--- config.mk ---
export PLATFORM = sky130hd
export DESIGN_NAME = shift_add_mult_sched_flat
export DESIGN_NICKNAME = d
export VERILOG_FILES = /design/src/rtl/shift_add_mult_sched_if.sv /design/src/rtl/shift_add_mult_sched.sv /design/src/flat_wrapper.sv
export SDC_FILE = /design/constraint.sdc
export NUM_CORES = 1
export LEC_CHECK = 0
export ABC_AREA = 0
export CAP_MARGIN = 10
export CORE_UTILIZATION = 52
export DETAILED_ROUTE_END_ITERATION = 7
export HOLD_SLACK_MARGIN = 0.15
export PLACE_DENSITY = 0.81
export SETUP_SLACK_MARGIN = 0.15
export SLEW_MARGIN = 30
export SYNTH_ARGS = -nofsm -noshare
export SYNTH_HDL_FRONTEND = slang
export SYNTH_SLANG_ARGS = --single-unit
--- constraint.sdc ---
create_clock -name clk -period 2.62 [get_ports clk]
set_input_delay 0.786 -clock clk [delete_from_list [all_inputs] [get_ports clk]]
set_output_delay 0.786 -clock clk [all_outputs]
set_load 0.01 [all_outputs]
--- src/rtl/shift_add_mult_sched_if.sv ---
// Handshake bundle for shift_add_mult_sched: two operand request ports and one result port.
// The design side uses the slave modport; the requester/consumer side uses master.
interface shift_add_mult_sched_if #(
  parameter int M = 8,
  parameter int N = 8
);
  logic           req0_valid;
  logic           req0_ready;
  logic [M-1:0]   req0_a;
  logic [N-1:0]   req0_b;
  logic           req1_valid;
  logic           req1_ready;
  logic [M-1:0]   req1_a;
  logic [N-1:0]   req1_b;
  logic           res_valid;
  logic           res_ready;
  logic           res_id;
  logic [M+N-1:0] res_p;

  modport slave (
    input  req0_valid, req0_a, req0_b,
    input  req1_valid, req1_a, req1_b,
    input  res_ready,
    output req0_ready, req1_ready,
    output res_valid, res_id, res_p
  );

  modport master (
    output req0_valid, req0_a, req0_b,
    output req1_valid, req1_a, req1_b,
    output res_ready,
    input  req0_ready, req1_ready,
    input  res_valid, res_id, res_p
  );
endinterface

--- src/rtl/shift_add_mult_sched.sv ---
// Round-robin two-requester scheduler in front of an iterative shift-and-add multiplier.
// Optional build macro MULT_EARLY_TERM_EN ends RUN as soon as the remaining multiplier bits are zero.
//
// state | meaning
// IDLE  | arbitrate requesters, accept one operand pair
// RUN   | one add-and-shift step per clock
// DONE  | product held on the result port until res_ready
module shift_add_mult_sched #(
  parameter int M = 8,
  parameter int N = 8
) (
  input  logic                  clk,
  input  logic                  rst,
  shift_add_mult_sched_if.slave bus
);
  localparam int W  = M + N;
  localparam int CW = (N > 1) ? $clog2(N) : 1;
  localparam logic [CW-1:0] CNT_LAST = CW'(N - 1);

  typedef enum logic [1:0] {
    IDLE,
    RUN,
    DONE
  } state_t;

  state_t         state;
  state_t         state_nxt;
  logic [W-1:0]   acc;
  logic [W-1:0]   a_sh;
  logic [N-1:0]   b_sh;
  logic [N-1:0]   b_next;
  logic [CW-1:0]  cnt;
  logic           id;
  logic           rr;
  logic           grant0;
  logic           grant1;
  logic           accept;
  logic           last_step;

  // rr only matters when both are valid; a lone requester is always granted.
  assign grant0 = bus.req0_valid & (~bus.req1_valid | ~rr);
  assign grant1 = bus.req1_valid & (~bus.req0_valid |  rr);

  assign bus.req0_ready = (state == IDLE) & rst & grant0;
  assign bus.req1_ready = (state == IDLE) & rst & grant1;
  assign accept         = bus.req0_ready | bus.req1_ready;

  assign b_next = b_sh >> 1;

`ifdef MULT_EARLY_TERM_EN
  assign last_step = (cnt == CNT_LAST) || (b_next == '0);
`else
  assign last_step = (cnt == CNT_LAST);
`endif

  always_ff @(posedge clk or negedge rst) begin
    if (!rst) begin
      state <= IDLE;
    end else begin
      state <= state_nxt;
    end
  end

  always_comb begin
    state_nxt = state;
    case (state)
      IDLE:    if (accept) state_nxt = RUN;
      RUN:     if (last_step) state_nxt = DONE;
      DONE:    if (bus.res_ready) state_nxt = IDLE;
      default: state_nxt = IDLE;
    endcase
  end

  always_ff @(posedge clk or negedge rst) begin
    if (!rst) begin
      acc  <= '0;
      a_sh <= '0;
      b_sh <= '0;
      cnt  <= '0;
      id   <= 1'b0;
      rr   <= 1'b0;
    end else begin
      case (state)
        IDLE: begin
          if (accept) begin
            acc <= '0;
            cnt <= '0;
            if (bus.req0_ready) begin
              a_sh <= W'(bus.req0_a);
              b_sh <= bus.req0_b;
              id   <= 1'b0;
              rr   <= 1'b1;
            end else begin
              a_sh <= W'(bus.req1_a);
              b_sh <= bus.req1_b;
              id   <= 1'b1;
              rr   <= 1'b0;
            end
          end
        end
        RUN: begin
          if (b_sh[0]) acc <= acc + a_sh;
          a_sh <= a_sh << 1;
          b_sh <= b_next;
          cnt  <= cnt + 1'b1;
        end
        default: ;
      endcase
    end
  end

  // Result fields read zero outside DONE so stale products never leak.
  assign bus.res_valid = (state == DONE);
  assign bus.res_p     = (state == DONE) ? acc : '0;
  assign bus.res_id    = (state == DONE) & id;
endmodule

--- src/flat_wrapper.sv ---
// flat-port wrapper written by rule: the top's interface ports become plain ports
module shift_add_mult_sched_flat 
#(
  parameter int M = 8,
  parameter int N = 8
)
  (clk, rst, bus_req0_valid, bus_req0_a, bus_req0_b, bus_req1_valid, bus_req1_a, bus_req1_b, bus_res_ready, bus_req0_ready, bus_req1_ready, bus_res_valid, bus_res_id, bus_res_p);
  shift_add_mult_sched_if #(.M(M), .N(N)) bus_i ();
  input  logic clk;
  input  logic rst;
  input wire logic [$bits(bus_i.req0_valid)-1:0] bus_req0_valid;
  input wire logic [$bits(bus_i.req0_a)-1:0] bus_req0_a;
  input wire logic [$bits(bus_i.req0_b)-1:0] bus_req0_b;
  input wire logic [$bits(bus_i.req1_valid)-1:0] bus_req1_valid;
  input wire logic [$bits(bus_i.req1_a)-1:0] bus_req1_a;
  input wire logic [$bits(bus_i.req1_b)-1:0] bus_req1_b;
  input wire logic [$bits(bus_i.res_ready)-1:0] bus_res_ready;
  output wire logic [$bits(bus_i.req0_ready)-1:0] bus_req0_ready;
  output wire logic [$bits(bus_i.req1_ready)-1:0] bus_req1_ready;
  output wire logic [$bits(bus_i.res_valid)-1:0] bus_res_valid;
  output wire logic [$bits(bus_i.res_id)-1:0] bus_res_id;
  output wire logic [$bits(bus_i.res_p)-1:0] bus_res_p;
  assign bus_i.req0_valid = bus_req0_valid;
  assign bus_i.req0_a = bus_req0_a;
  assign bus_i.req0_b = bus_req0_b;
  assign bus_i.req1_valid = bus_req1_valid;
  assign bus_i.req1_a = bus_req1_a;
  assign bus_i.req1_b = bus_req1_b;
  assign bus_i.res_ready = bus_res_ready;
  assign bus_req0_ready = bus_i.req0_ready;
  assign bus_req1_ready = bus_i.req1_ready;
  assign bus_res_valid = bus_i.res_valid;
  assign bus_res_id = bus_i.res_id;
  assign bus_res_p = bus_i.res_p;
  shift_add_mult_sched #(.M(M), .N(N)) u_core (.clk(clk), .rst(rst), .bus(bus_i));
endmodule
* Word-level counts from Yosys, hierarchy flattened
Index checks and enable logic that the tools add are counted.
Storage, ports and cells: register bits after elaboration 47, bits of input ports 37, output and inout port bits 20, logic and storage cells 52
Cells by class: $add $sub $neg 2, equality and inequality tests 7, muxes and demuxes 18, bitwise operators 12, reduce and logical (&&, ||, !) cells 6
Operators by type and width (count):
- $mux W16 | 4
- $pmux W16 S2 | 2
- $mux W8 | 3
- $add A16 B16 Y16 | 1
- $pmux W8 S2 | 1
- $and A1 B1 Y1 | 6
- $mux W2 | 3
- $ne A2 B1 Y1 const B | 3
- $pmux W2 S3 | 1
- $pmux W3 S2 | 1
- $reduce_and A3 Y1 | 2
- $reduce_and A2 Y1 | 2
- $add A3 B1 Y3 const B | 1
- $eq A3 B3 Y1 const B | 1
- $mux W3 | 1
- $not A1 Y1 | 3
- $or A1 B1 Y1 | 3
- $eq A2 B1 Y1 const B | 1
- $eq A2 B2 Y1 const B | 1
- $logic_not A2 Y1 | 1
- $mux W1 | 2
- $ne A2 B2 Y1 const B | 1
- $reduce_bool A2 Y1 | 1

* Longest topological paths before layout
depth after elaboration 7, mapped depth 9, depth with buffers taken out 9

* Least setup slack after synthesis
No wires, ideal clock.
path type in2out, from input rst, to output bus_req0_ready, arrival 1.563 ns, path slack 0.271 ns, cell stages on the path 4, buffers on the path 1, cells stage by stage nor3b_2 nand3_2 clkinv_1 buf_2
Between the ends: cells in the longest elaborated chain, start to end 2
Ends and longest elaborated chain:
- start: declaration | RTL line flat_wrapper.sv:10 | input logic rst;
- $and A1 B1 Y1 (2 in series) | RTL line shift_add_mult_sched.sv:44 | assign bus.req0_ready = (state == IDLE) & rst & grant0;
- end: declaration | RTL line flat_wrapper.sv:18 | output wire logic [$bits(bus_i.req0_ready)-1:0] bus_req0_ready;
No other way between the ends.

* Worst setup path after layout
from register u_core.state[0], to output bus_req1_ready
Between the ends: cells in the longest elaborated chain, start to end 3
Ends and longest elaborated chain:
- start: declaration | RTL line shift_add_mult_sched.sv:26 | state_t state;
- start signal: assignment | RTL line shift_add_mult_sched.sv:60 | state <= state_nxt;
- $logic_not A2 Y1 | RTL line shift_add_mult_sched.sv:45 | assign bus.req1_ready = (state == IDLE) & rst & grant1;
- $and A1 B1 Y1 (2 in series) | RTL line shift_add_mult_sched.sv:45
- end: declaration | RTL line flat_wrapper.sv:19 | output wire logic [$bits(bus_i.req1_ready)-1:0] bus_req1_ready;
No other way between the ends.

==> qor.txt <==
Startpoint Class - flip-flop
total grt overflow - 0
Worst Setup End Kind - primary output
Ys Warns - 0
most frequent cells in the layout - nand2_1, dfrtp_1, clkdlybuf4s50_1
clk slew on worst S/H paths - 90 ps
Gate Count Post-Synth - 304
CTS tree - done
Die X-Extent - 75.81 µm
Post-DP HPWL - 5.013 mm
R2R Setup Slk - 210 ps
Max-Cap Viols - 0
worst-margin pin slew - 590.6 ps
sequential area share after synthesis - 41.52%
Rel. slew slack - 60.21%
crit path time final - 2424 ps
IO Count - 57
first drt pass iteration count - 4
most common cell after layout, fill and taps aside - nand2_1
ANT cells - 0
Starting Density - 54.77%
Top FF cell, synth - dfrtp_1
Hold Buf Count CTS - 0
fraction of registers with async set/reset - 100.0%
Final Hold Viols - 0
outcome - complete, no violations
first-pass GRT wire length - 11.43 mm
largest family of logic cells by synthesized area - compound AO/OA/AOI/OAI gates
Clock Sinks - 47
number of synthesized flops with an enable pin - 0
syn_area_per_cell - 9.318 µm²
largest net degree at the start of global routing - 48
final std cells w/o fill - 449
Worst Path Class, Setup - reg -> out
Slew Viols, Final - 0
DRT Wirelength - 7.197 mm
Critical Path AT - 1640 ps
pwr/cell area - 984.0 nW/µm²
worst vdd ir - 493.0 µV
area of the mapped netlist - 2833 µm²
layout cells sized above 1 - 11.87%
post-synthesis net count - 359
vias in the first global route - 2417
static leakage - 1.840 nW
WL per Instance - 16.03 µm
H-tree depth - 2
post-synthesis simple-gate area fraction - 18.02%
CP required - 1830 ps
RePlAce Congestion - 0.8578
Max Root-Sink Buffers - 2
via count - 2617
placed cell count - 431
port bufs - 56
Synth Area in Compound Gates - 25.93%
gr usage total - 27.01%
Rows - 26
Netlist cell types - 48
Root Buffer Master - clkbuf_8
min-delay src - u_core.id
layout net count - 433
Crit Reg-Reg Startpoint - u_core.acc[0]
Reg2Reg Capture Point - u_core.acc[10]
xor/xnor cell area share of the yosys netlist - 2.164%
total power draw - 3.676 mW
RSZ-0062 raised after global routing - yes
Yosys top cell by area - dfrtp_1
DRC viols - 0
initial antenna violation count - 0
Hold Path Stages - 1
share of the clock period used by the worst path - 92.51%
Register-to-Register Path Depth - 9
#FFs+latches synth - 47
highest achievable clock rate - 412.6 MHz
WHS Endpoint - u_core.id
Worst-Skew Late Latency - 310 ps
Setup-failing EPs final - 0
die area - 5746 µm²
final antenna-violating net count - 0
post-synthesis mux area share - 1.060%
top cell type's share of synthesized area - 41.52%
Die H - 75.81 µm
Area growth syn-to-layout - 31.89%
worst-case clock skew - 9.570 ps
initial drt markers - 165
critical-path maximum fanout - 4
largest cells by area after synthesis - dfrtp_1, ha_1, nand2_1
setup TNS - 0 ps
vias per cell - 5.829
adder and majority cell fraction of the synthesized area - 8.216%
CTS Buf Count - 5
hold crit path type - reg -> reg
Core Region - 5172 µm²
==> cell type report <==
cell class,count,area (µm²)
sequential,47,1177
tap,70,87.58
clock inverter,2,12.51
fill,395,1436
inverter,8,30.03
timing repair buffer,81,758.2
clock buffer,6,72.57
multi-input combinational,235,1598
==> registers in the layout (all words and copies together) (netlist names) <==
register and cells:
u_core.b_sh 8, u_core.cnt 3, u_core.id 1, u_core.rr 1
u_core.state 2, u_core.acc 16, u_core.a_sh 16
==> worst max-delay path by stage <==
| stage | endpoint | slack [ps] | from |
|---|---|---|---|
| after global placement | bus_req1_ready | -200 | bus_req0_valid |
| after detailed placement | bus_req1_ready | -240 | bus_req0_valid |
| final | bus_req1_ready | 200 | u_core.state[0] |
| after CTS | bus_req1_ready | 130 | u_core.state[0] |
| after floorplan | bus_req0_ready | 270 | rst |
| after global routing | bus_req1_ready | 100 | u_core.state[1] |
==> layer usage <==
metal | track usage (%) | vias to the layer above | share of wire, % | wire length (µm)
met5 | 0 | - | 0 | 0
met4 | 8.436 | 0 | 1.2 | 88
met3 | 4.233 | 11 | 4.3 | 309
met2 | 48.28 | 84 | 50 | 3623
met1 | 33.36 | 1254 | 44 | 3175
li1 | - | 1268 | - | -
==> through the flow <==
| stage | util (%) | cell area [µm²] | hold WS, ps | worst slack, ps |
|---|---|---|---|---|
| after floorplan | - | 2833 | 439.8 | 271.0 |
| after global placement | 68.58 | 3547 | 462.4 | -203.8 |
| after detailed placement | 68.58 | 3547 | 465.6 | -238.8 |
| after CTS | 71.17 | 3681 | 484.9 | 132.0 |
| after global routing | 72.23 | 3736 | 518.6 | 97.06 |
| final | 72.23 | 3736 | 482.6 | 196.3 |
==> worst max-delay path, stage by stage (launching register included) <==
cell           delay [ps]
dfrtp_2               430
buf_4                 160
nor3b_4               240
and3_1                230
dlygate4sd2_1         270
==> synth_stat cells, types with 2 or more instances <==
cell,number
ha_1,17
o41ai_1,2
nor2_1,7
o221ai_1,2
a211oi_1,2
buf_2,4
mux2i_1,3
o21a_1,4
and2_1,17
a31oi_1,2
o21bai_1,2
nand2b_1,2
xor2_1,2
a22o_1,13
nand2_1,53
nor2b_1,2
a21o_1,5
a32o_1,2
xnor2_1,5
inv_1,7
o21ai_0,16
nand3_1,6
nor3_1,3
dfrtp_1,47
a21oi_1,30
o211ai_1,2
a221o_1,13
clkbuf_1,10
and3_1,5
==> what timing repair did <==
item	in CTS	in global routing
buffers inserted	6	3
resized for setup	23	18
gates cloned	1	0
endpoints found under the setup margin	19	17
pin swaps	0	5
==> cells by family (layout without fill, tap and decap cells) <==
logic type | after synthesis | count (layout)
and+or+nand+nor | 104 | 104
DFF | 47 | 47
adders and majority gates | 18 | 18
muxes | 3 | 3
AOI/OAI and AO/OA | 103 | 103
buffers and inverters | 22 | 97
xor gates and xnor gates | 7 | 7
==> power by group <==
part,switching [mW],internal [mW]
Clock,0.253,0.187
Combinational,1.07,0.910
Sequential,0.231,1.03
Note: power is estimated with default switching activity, not from simulation.
